## config.mk

```make
export PLATFORM = sky130hd
export DESIGN_NAME = hilo_ctrl
export DESIGN_NICKNAME = d
export VERILOG_FILES = /design/src/rtl/hilo_ctrl_pkg.sv /design/src/rtl/hilo_regs.sv /design/src/rtl/hilo_ctrl.sv
export SDC_FILE = /design/constraint.sdc
export NUM_CORES = 1
export LEC_CHECK = 0
export ABC_CLOCK_PERIOD_IN_PS = 2600
export CORE_ASPECT_RATIO = 2
export CORE_MARGIN = 8
export CORE_UTILIZATION = 38
export DETAILED_ROUTE_END_ITERATION = 16
export PLACE_DENSITY_LB_ADDON = 0.12
export REMOVE_ABC_BUFFERS = 1
export SETUP_SLACK_MARGIN = 0.3
export SYNTH_ARGS = -nofsm -noshare
export SYNTH_HDL_FRONTEND = slang
export SYNTH_SLANG_ARGS = --single-unit
```

## constraint.sdc

```tcl
create_clock -name Clk -period 2.6 [get_ports Clk]
set_input_delay 0.39 -clock Clk [delete_from_list [all_inputs] [get_ports Clk]]
set_output_delay 0.39 -clock Clk [all_outputs]
set_load 0.01 [all_outputs]
```

## src/rtl/hilo_ctrl_pkg.sv

```systemverilog
// hilo_ctrl_pkg
//   Shared constants and types for the HI/LO sequencer and its register file.
//   - TIMEOUT_DEFAULT : default cycle bound for a RUN or DRAIN phase
//   - ST_*            : 3-bit sequencer state encoding
//   - hilo_t          : {hi, lo} result pair as delivered by mult/div units
package hilo_ctrl_pkg;

  localparam int TIMEOUT_DEFAULT = 40;

  localparam logic [2:0] ST_IDLE     = 3'd0;
  localparam logic [2:0] ST_MULT_RUN = 3'd1;
  localparam logic [2:0] ST_DIV_RUN  = 3'd2;
  localparam logic [2:0] ST_DRAIN    = 3'd3;
  localparam logic [2:0] ST_ZERO     = 3'd4;

  typedef struct packed {
    logic [31:0] hi;
    logic [31:0] lo;
  } hilo_t;

endpackage

```

## src/rtl/hilo_regs.sv

```systemverilog
// hilo_regs
//   Architectural HI/LO register pair. A result load from the mult/div unit
//   overrides an mthi/mtlo write to the same word on the same edge.
//   Ports:
//     Clk, Reset : clock, asynchronous active-high reset (clears both words)
//     load       : load both words from load_val
//     load_val   : {hi, lo} result from the active unit
//     hi_we      : mthi write enable (already qualified by the sequencer)
//     lo_we      : mtlo write enable (already qualified by the sequencer)
//     wdata      : mthi/mtlo data
//     hilo       : current register contents, zero read latency
module hilo_regs
  import hilo_ctrl_pkg::*;
(
  input  logic        Clk,
  input  logic        Reset,
  input  logic        load,
  input  hilo_t       load_val,
  input  logic        hi_we,
  input  logic        lo_we,
  input  logic [31:0] wdata,
  output hilo_t       hilo
);

  // Word 1 is HI, word 0 is LO.
  logic [1:0][31:0] ld_word;
  logic [1:0]       we;
  logic [1:0][31:0] word;

  assign ld_word = {load_val.hi, load_val.lo};
  assign we      = {hi_we, lo_we};

  genvar gi;
  generate
    for (gi = 0; gi < 2; gi++) begin : g_word
      logic [31:0] word_reg;

      always_ff @(posedge Clk or posedge Reset) begin
        if (Reset) begin
          word_reg <= '0;
        end else if (load) begin
          word_reg <= ld_word[gi];
        end else if (we[gi]) begin
          word_reg <= wdata;
        end
      end

      assign word[gi] = word_reg;
    end
  endgenerate

  assign hilo = {word[1], word[0]};

endmodule

```

## src/rtl/hilo_ctrl.sv

```systemverilog
// hilo_ctrl
//   Sequencer between the control unit and the mult/div datapath units.
//   Starts the requested unit, holds its start line through the unit's
//   hold-start handshake, captures the 64-bit result into HI/LO, and raises
//   divide-by-zero / timeout pulses. Ocupado stalls the control unit while an
//   operation is in flight.
//   Ports:
//     Clk, Reset            : clock, asynchronous active-high reset
//     OpMult, OpDiv         : operation requests (sampled only in IDLE)
//     DivisorIn             : divisor, checked for zero at request time
//     HiWrite, LoWrite      : mthi / mtlo (accepted only in IDLE)
//     WriteData             : mthi / mtlo data
//     MultStart/MultFim/... : multiplier handshake and result words
//     DivStart/DivFim/...   : divider handshake, remainder (Hi), quotient (Lo)
//     HiOut, LoOut          : architectural HI/LO
//     Ocupado               : busy / stall
//     OpFim                 : one-cycle pulse after HI/LO took a result
//     ExcDivZero            : one-cycle pulse, divide by zero
//     ExcTimeout            : one-cycle pulse, unit never answered / released
module hilo_ctrl
  import hilo_ctrl_pkg::*;
#(
  parameter int TIMEOUT = TIMEOUT_DEFAULT,
  parameter int CW      = $clog2(TIMEOUT + 1)
) (
  input  logic        Clk,
  input  logic        Reset,
  input  logic        OpMult,
  input  logic        OpDiv,
  input  logic [31:0] DivisorIn,
  input  logic        HiWrite,
  input  logic        LoWrite,
  input  logic [31:0] WriteData,
  output logic        MultStart,
  input  logic        MultFim,
  input  logic [31:0] MultHi,
  input  logic [31:0] MultLo,
  output logic        DivStart,
  input  logic        DivFim,
  input  logic [31:0] DivHi,
  input  logic [31:0] DivLo,
  output logic [31:0] HiOut,
  output logic [31:0] LoOut,
  output logic        Ocupado,
  output logic        OpFim,
  output logic        ExcDivZero,
  output logic        ExcTimeout
);

  logic [2:0]    state_reg, state_next;
  logic [CW-1:0] cnt_reg, cnt_next;
  // Remembers which unit owns the DRAIN phase.
  logic          div_sel_reg, div_sel_next;
  logic          op_fim_reg, op_fim_next;
  logic          exc_to_reg, exc_to_next;

  logic  fim_sel;
  logic  cnt_last;
  logic  load;
  hilo_t result_val;
  hilo_t hilo_q;

  assign fim_sel    = div_sel_reg ? DivFim : MultFim;
  assign cnt_last   = (cnt_reg == CW'(TIMEOUT - 1));
  assign result_val = div_sel_reg ? {DivHi, DivLo} : {MultHi, MultLo};

  always_comb begin
    state_next   = state_reg;
    cnt_next     = cnt_reg;
    div_sel_next = div_sel_reg;
    op_fim_next  = 1'b0;
    exc_to_next  = 1'b0;
    load         = 1'b0;
    case (state_reg)
      ST_IDLE: begin
        cnt_next = '0;
        if (OpMult) begin
          // Multiply wins over a simultaneous divide request.
          state_next   = ST_MULT_RUN;
          div_sel_next = 1'b0;
        end else if (OpDiv) begin
          if (DivisorIn == 32'd0) begin
            state_next = ST_ZERO;
          end else begin
            state_next   = ST_DIV_RUN;
            div_sel_next = 1'b1;
          end
        end
      end
      ST_MULT_RUN, ST_DIV_RUN: begin
        if (fim_sel) begin
          load        = 1'b1;
          op_fim_next = 1'b1;
          state_next  = ST_DRAIN;
          cnt_next    = '0;
        end else if (cnt_last) begin
          exc_to_next = 1'b1;
          state_next  = ST_IDLE;
          cnt_next    = '0;
        end else begin
          cnt_next = cnt_reg + CW'(1);
        end
      end
      ST_DRAIN: begin
        // Start stays high until the unit drops Fim, so it can rewind its
        // internal counter before the next request.
        if (!fim_sel) begin
          state_next = ST_IDLE;
          cnt_next   = '0;
        end else if (cnt_last) begin
          exc_to_next = 1'b1;
          state_next  = ST_IDLE;
          cnt_next    = '0;
        end else begin
          cnt_next = cnt_reg + CW'(1);
        end
      end
      ST_ZERO: begin
        state_next = ST_IDLE;
      end
      default: begin
        state_next = ST_IDLE;
        cnt_next   = '0;
      end
    endcase
  end

  always_ff @(posedge Clk or posedge Reset) begin
    if (Reset) begin
      state_reg   <= ST_IDLE;
      cnt_reg     <= '0;
      div_sel_reg <= 1'b0;
      op_fim_reg  <= 1'b0;
      exc_to_reg  <= 1'b0;
    end else begin
      state_reg   <= state_next;
      cnt_reg     <= cnt_next;
      div_sel_reg <= div_sel_next;
      op_fim_reg  <= op_fim_next;
      exc_to_reg  <= exc_to_next;
    end
  end

  hilo_regs u_regs (
    .Clk      (Clk),
    .Reset    (Reset),
    .load     (load),
    .load_val (result_val),
    .hi_we    (HiWrite && (state_reg == ST_IDLE)),
    .lo_we    (LoWrite && (state_reg == ST_IDLE)),
    .wdata    (WriteData),
    .hilo     (hilo_q)
  );

  // Start lines decode straight from state so they fall with Reset at once;
  // div_sel_reg keeps them mutually exclusive during DRAIN.
  assign MultStart  = (state_reg == ST_MULT_RUN) || ((state_reg == ST_DRAIN) && !div_sel_reg);
  assign DivStart   = (state_reg == ST_DIV_RUN)  || ((state_reg == ST_DRAIN) &&  div_sel_reg);
  assign Ocupado    = (state_reg != ST_IDLE);
  assign ExcDivZero = (state_reg == ST_ZERO);
  assign OpFim      = op_fim_reg;
  assign ExcTimeout = exc_to_reg;
  assign HiOut      = hilo_q.hi;
  assign LoOut      = hilo_q.lo;

endmodule

```

==> metrics.txt, run 1 <==
die area=15840 sq um; hold buffer count at CTS=0; antenna violations before repair=3; core area=11630 sq um; CTS buffer count=9; Routed wire per std cell=between 20 and 25 um; drt total wl=between 15000 and 20000 um; #FFs+latches synth=76; final worst slack=429.0 ps; LEAKAGE=slightly below 0.003 uW; Final setup violation count=0; Final period util=0.8350; vias after detailed routing=between 4000 and 5000; total track usage=0.2329; worst skew pair latency=330 ps; pre-CTS setup slack=237.3 ps; post-synthesis sequential area ratio=0.4212; max_cap viols=0; share of cells above drive strength 1=0.1070; gp weighted congestion=0.8438; VDD IR max=1.062 mV; post-synth design cell area=4516 sq um; Synth Flop Type=dfrtp_1; setup bufs post-CTS=0; placed cells=around 900; Clock Tree Root=clkbuf_16; largest net degree at the start of global routing=85; Clock Pin Slew Worst Setup and Hold Paths=60 ps; Post-Syn Area per Cell=8.854 sq um; RSZ-0062 raised after global routing=no; fmax=460.6 MHz; htree depth=3; async set-reset flop share out of synthesis=1.000; Layout Cells excl Fill=~920; DRT iter0 DRCs=204; clock skew=6.706 ps; Die Ht=170.2 um; number of global-route vias before repair=approximately 5400; DRC=0; CTS tree=done; power density over the cells=1077 nW/um^2; Vias/cell=5.411; Cell variety after synth=36; Ys Warns=0; Mapped Cells=510; area grow syn2layout=70.38%; crit path time final=2171 ps; Final Max Slew Viols=0; DP HPWL=14550 um; status=complete, no violations; Slew headroom=0.3269; Synth area leaders=dfrtp_1 (42%), nand2_1 (11%), a211oi_2 (11%); Required @ worst endpoint=2210 ps; hold_ws=362.0 ps; row count=56; number of I/O port buffers=approximately 270; I/O pin count=270; cell taking the most area after synthesis=dfrtp_1; CP Class=flip-flop to output pin; Startpoint Class=flip-flop; class of the tightest hold or removal check=primary input to asynchronous set/reset pin; clk buf depth=2; DRT Pass-1 Iters=6; share of the synthesized area in the top cell type=0.4212; grt total ovfl=0; flop2flop setup slack=510 ps; Critical Path Fanout Max=11; most common cell in the netlist=nand2_1; die width=93.08 um; Hold Fails Final Rpt=0; nature of the critical path endpoint=output pin; synth cell count leaders=nand2_1 (134), dfrtp_1 (76), a31oi_1 (65), nor2b_1 (64), a211oi_2 (40); EDFF count, synth=0; Critical Path AT=1780 ps; ANT nets after route=0; Clock Sinks=76; Fill cells=about 1000; Final Net Count=approximately 960; initial core utilization=0.3882; max FFs per register=64; first-pass GRT wire length=28700 um; Slew @ Worst Pin=between 1000 and 1500 ps; Design Power=8285 uW
==> power breakdown <==
| part | leakage [uW] | switching [uW] | internal [uW] |
|---|---|---|---|
| Sequential | 0.000880 | 369 | 1790 |
| Combinational | 0.00191 | 2430 | 2300 |
| Clock | 0.000169 | 480 | 916 |
| Total | 0.00296 | 3270 | 5010 |
==> stage by stage <==
step                utilization  TNS [ps]  instance area (sq um)
CTS                      0.6605         0                   7682
global route             0.6615         0                   7694
detailed placement       0.6316         0                   7346
global placement         0.6316         0                   7346
finish                   0.6615         0                   7694
floorplan                     -   -256690                   4284
==> cell type report <==
type                    instances  area [sq um]  share of cell area
diodes                          4         10.01            0.001301
repair buffers                286          2870              0.3731
clock inverters                 4         70.07            0.009107
flip-flops and latches         76          1907              0.2478
well taps                     145         181.4             0.02358
inverters                       6         23.77            0.003090
multi-input cells             382          2365              0.3074
clock buffers                  12         266.5             0.03464
==> cell families after synthesis <==
family	after synthesis	synth area share
AND/OR/NAND/NOR	231	0.2419
buffers and inverters	52	0.05625
XOR/XNOR	4	0.007760
multiplexers	3	0.007758
adder cells (fa/ha/maj)	1	0.002770
AO/OA/AOI/OAI	143	0.2624
flip-flops	76	0.4212
==> routing by layer <==
metal / global-route usage / up-vias / wire (um)
met5: 0 / - / 0
met4: 0.1314 / 0 / 758
met3: 0.06487 / 44 / 1356
met2: 0.4188 / 222 / 10380
met1: 0.2319 / 2360 / 6342
li1: - / 2325 / -
==> worst max-delay path: stages (launching register included) <==
cell	delay, ps
dfrtp_1	510
nor3b_2	200
buf_4	170
clkdlybuf4s50_1	560
==> cells in the final DEF, fill, tap and decap left out, types with 3 or more instances in the layout <==
cell type / Yosys / routed
diode_2: 0 / 4
nand2_1: 134 / 134
dfrtp_1: 76 / 74
nor4_1: 9 / 9
nor2_1: 8 / 8
nor2b_1: 64 / 64
clkdlybuf4s50_1: 0 / 269
nor3_1: 4 / 4
clkbuf_8: 0 / 3
buf_12: 0 / 4
buf_4: 2 / 13
o21ai_0: 3 / 3
clkbuf_16: 0 / 9
xnor2_1: 3 / 3
a211oi_2: 40 / 40
inv_1: 6 / 5
a211oi_1: 26 / 26
clkinv_2: 0 / 3
nand4_1: 3 / 3
a21oi_1: 3 / 3
a31oi_1: 65 / 65
==> repair_timing <==
action / 4_1_cts / 5_1_grt
hold endpoints to repair: 0 / 0
endpoints found under the setup margin: 0 / 1
resized for setup: 0 / 1
==> worst paths after layout <==
| kind | startpoint | depth (start not counted) | to |
|---|---|---|---|
| max in group asynchronous | Reset | 3 | u_regs.g_word[0].word_reg[4]$_DFFE_PP0P_ |
| max | state_reg[1]$_DFFE_PP0P_ | 3 | ExcDivZero |
| min in group Clk | cnt_reg[1]$_DFFE_PP0N_ | 1 | cnt_reg[1]$_DFFE_PP0N_ |
| min reg2reg | cnt_reg[1]$_DFFE_PP0N_ | 1 | cnt_reg[1]$_DFFE_PP0N_ |
| max reg2reg | div_sel_reg$_DFFE_PP0P_ | 5 | u_regs.g_word[0].word_reg[3]$_DFFE_PP0P_ |
| min | Reset | 2 | u_regs.g_word[1].word_reg[30]$_DFFE_PP0P_ |
(Power assumes the default switching activity.)
==> inputs of run 2 (changes only) <==
--- a/config.mk
+++ b/config.mk
@@ -5,7 +5,7 @@
 export SDC_FILE = /design/constraint.sdc
 export NUM_CORES = 1
 export LEC_CHECK = 0
-export ABC_CLOCK_PERIOD_IN_PS = 2600
+export ABC_CLOCK_PERIOD_IN_PS = 2050
 export CORE_ASPECT_RATIO = 2
 export CORE_MARGIN = 8
 export CORE_UTILIZATION = 38
==> constraint.sdc (replaced) <==
create_clock -name Clk -period 2.05 [get_ports Clk]
set_input_delay 0.3075 -clock Clk [delete_from_list [all_inputs] [get_ports Clk]]
set_output_delay 0.3075 -clock Clk [all_outputs]
set_load 0.01 [all_outputs]
==> metrics.txt, run 2 (synthesis results as in run 1) <==
vias after detailed routing=5254 (was 4951); commonest non-fill, non-tap cell in the layout=clkdlybuf4s50_1 (unchanged); hold buffer count at CTS=0 (unchanged); DP HPWL=14190 um (was 14550 um); nature of the critical path endpoint=flip-flop (was output pin); LEAKAGE=0.003262 uW (was 0.002959 uW); Final setup violation count=0 (unchanged); Startpoint Class=flip-flop (unchanged); crit-path cells=mux2i_2, or3_4, buf_12, buf_16, a211oi_4, a31oi_4 (was nor3b_2, buf_4, clkdlybuf4s50_1); combinational fraction of design power=0.636 (was 0.571); Hold Fails Final Rpt=0 (unchanged); Routed wire per std cell=22.07 um (was 20.58 um); total track usage=0.2523 (was 0.2329); Clock Tree Root=clkbuf_16 (unchanged); CP max stage cell=dfrtp_4 (was clkdlybuf4s50_1); Critical Path Fanout Max=5 (was 11); flop2flop setup slack=190 ps (was 510 ps); Clock Sinks=76 (unchanged); commonest non-fill, non-tap cells in the layout=clkdlybuf4s50_1 (265), nand2_1 (134), dfrtp_1 (72) (was clkdlybuf4s50_1 (269), nand2_1 (134), dfrtp_1 (74)); antenna violations before repair=1 (was 3); max incr delay on CP=490 ps (was 560 ps); status=complete, no violations (unchanged); DRC=0 (unchanged); Final Net Count=991 (was 962); clk buf depth=2 (unchanged); Int Power=7476 uW (was 5011 uW); clock skew=9.050 ps (was 6.706 ps); R2R cell count=6 (was 5); grt total ovfl=0 (unchanged); VDD IR max=1.150 mV (was 1.062 mV); Vias/cell=5.583 (was 5.411); power density over the cells=1458 nW/um^2 (was 1077 nW/um^2); first-pass GRT wire length=30860 um (was 28700 um); Required @ worst endpoint=2250 ps (was 2210 ps); fmax=about 540 MHz; post-route setup TNS=0 ps (unchanged); clock network fraction of total power=0.145 (was 0.168); Design Power=12300 uW (was 8285 uW); largest net degree at the start of global routing=88 (was 85); die width=93.08 um (unchanged); core area=11630 sq um (unchanged); max FFs per register=64 (unchanged); Clock Pin Slew Worst Setup and Hold Paths=60 ps (about the same); ANT nets after route=0 (unchanged); die area=15840 sq um (unchanged); Worst R2R Start=div_sel_reg$_DFFE_PP0P_ (unchanged); Die Ht=170.2 um (unchanged); crit path time final=1856 ps; DRT Pass-1 Iters=4 (was 6); htree depth=3 (unchanged); Switching Fraction=0.3921 (was 0.3952); initial core utilization=0.3882 (unchanged); Slew @ Worst Pin=518.5 ps (was 1010 ps); Flop pwr share=0.219 (was 0.261); share of cells above drive strength 1=0.1761 (was 0.1070); number of I/O port buffers=269 (unchanged); Final period util=0.9053; area grow syn2layout=86.81% (was 70.38%); Sw Pwr=4823 uW (was 3275 uW); I/O pin count=270 (unchanged); Fill cells=907 (was 1005); Slew headroom=0.6543 (was 0.3269); worst skew pair latency=330 ps (about the same); class of the tightest hold or removal check=primary input to asynchronous set/reset pin (unchanged); CTS tree=done (unchanged); row count=56 (unchanged); max_cap viols=0 (unchanged); DRT iter0 DRCs=246 (was 204); Final Max Slew Viols=0 (unchanged); Critical Path AT=2060 ps (was 1780 ps); CP Class=flip-flop to flip-flop (was flip-flop to output pin); drt total wl=20760 um (was 18830 um); RSZ-0062 raised after global routing=yes (was no); hold_ws=327.9 ps (was 362.0 ps); number of global-route vias before repair=5660 (was 5376); gp weighted congestion=0.8280 (was 0.8438); CTS buffer count=9 (unchanged); reg2reg end=u_regs.g_word[0].word_reg[11]$_DFFE_PP0P_ (was u_regs.g_word[0].word_reg[3]$_DFFE_PP0P_)
## run 2: cell type report
type / count / area (sq um) / area share
timing repair buffer: 314 / 3358 / 0.3981
antenna: 1 / 2.502 / 0.0002966
inverter: 6 / 23.77 / 0.002818
clock inverter: 3 / 67.56 / 0.008009
clock buffer: 13 / 270.3 / 0.03204
sequential: 76 / 1909 / 0.2263
multi-input combinational: 383 / 2623 / 0.3109
tap: 145 / 181.4 / 0.02151
## run 2: how the worst max path moves through the flow
stage / startpoint / end / cells past startpoint
floorplan: div_sel_reg$_DFFE_PP0P_ / u_regs.g_word[1].word_reg[31]$_DFFE_PP0P_ / 3
global placement: DivFim / u_regs.g_word[0].word_reg[11]$_DFFE_PP0P_ / 6
detailed placement: DivFim / u_regs.g_word[0].word_reg[12]$_DFFE_PP0P_ / 6
CTS: state_reg[0]$_DFFE_PP0P_ / u_regs.g_word[1].word_reg[1]$_DFFE_PP0P_ / 6
global route: div_sel_reg$_DFFE_PP0P_ / u_regs.g_word[1].word_reg[19]$_DFFE_PP0P_ / 6
finish: div_sel_reg$_DFFE_PP0P_ / u_regs.g_word[0].word_reg[11]$_DFFE_PP0P_ / 6
## run 2: routing by layer
| layer | global-route usage | share of wire |
|---|---|---|
| met1 | 0.2521 | 0.34 |
| met3 | 0.06267 | 0.069 |
| met4 | 0.1624 | 0.052 |
| met2 | 0.4492 | 0.54 |
| met5 | 0 | 0 |
## run 2: repair_timing
item	CTS	global route
setup buffers	11	4
gates resized for setup	29	42
setup endpoints to repair	68	69
gates cloned	9	4
pin swaps	10	14
## run 2: worst max-delay path: cells and delay by family, from the launching register on
family / cells / cell delay, ps
DFF: 1 / 490
and+or+nand+nor: 1 / 490
buffers and inverters: 2 / 310
AOI/OAI and AO/OA: 2 / 250
muxes: 1 / 180
## run 2: metrics by stage
| step | util | area (sq um) | worst slack (ps) | std cells |
|---|---|---|---|---|
| 2_1_floorplan | - | 4284 | -4330 | 464 |
| 3_3_place_gp | 0.6344 | 7378 | 71.93 | 896 |
| 5_1_grt | 0.7253 | 8436 | 150.2 | 941 |
| 3_5_place_dp | 0.6344 | 7378 | 43.08 | 896 |
| 4_1_cts | 0.7012 | 8155 | 200.8 | 932 |
| 6_report | 0.7253 | 8436 | 194.1 | 941 |
## run 2: power groups by stage
stage | Clock (uW) | Combinational (uW) | Sequential (uW)
after detailed placement | 0 | 6000 | 2740
after global routing | 1850 | 8340 | 2780
final | 1780 | 7820 | 2700
after CTS | 1800 | 7230 | 2680
after floorplan | 0 | 2100 | 3210
after global placement | 0 | 5850 | 2700
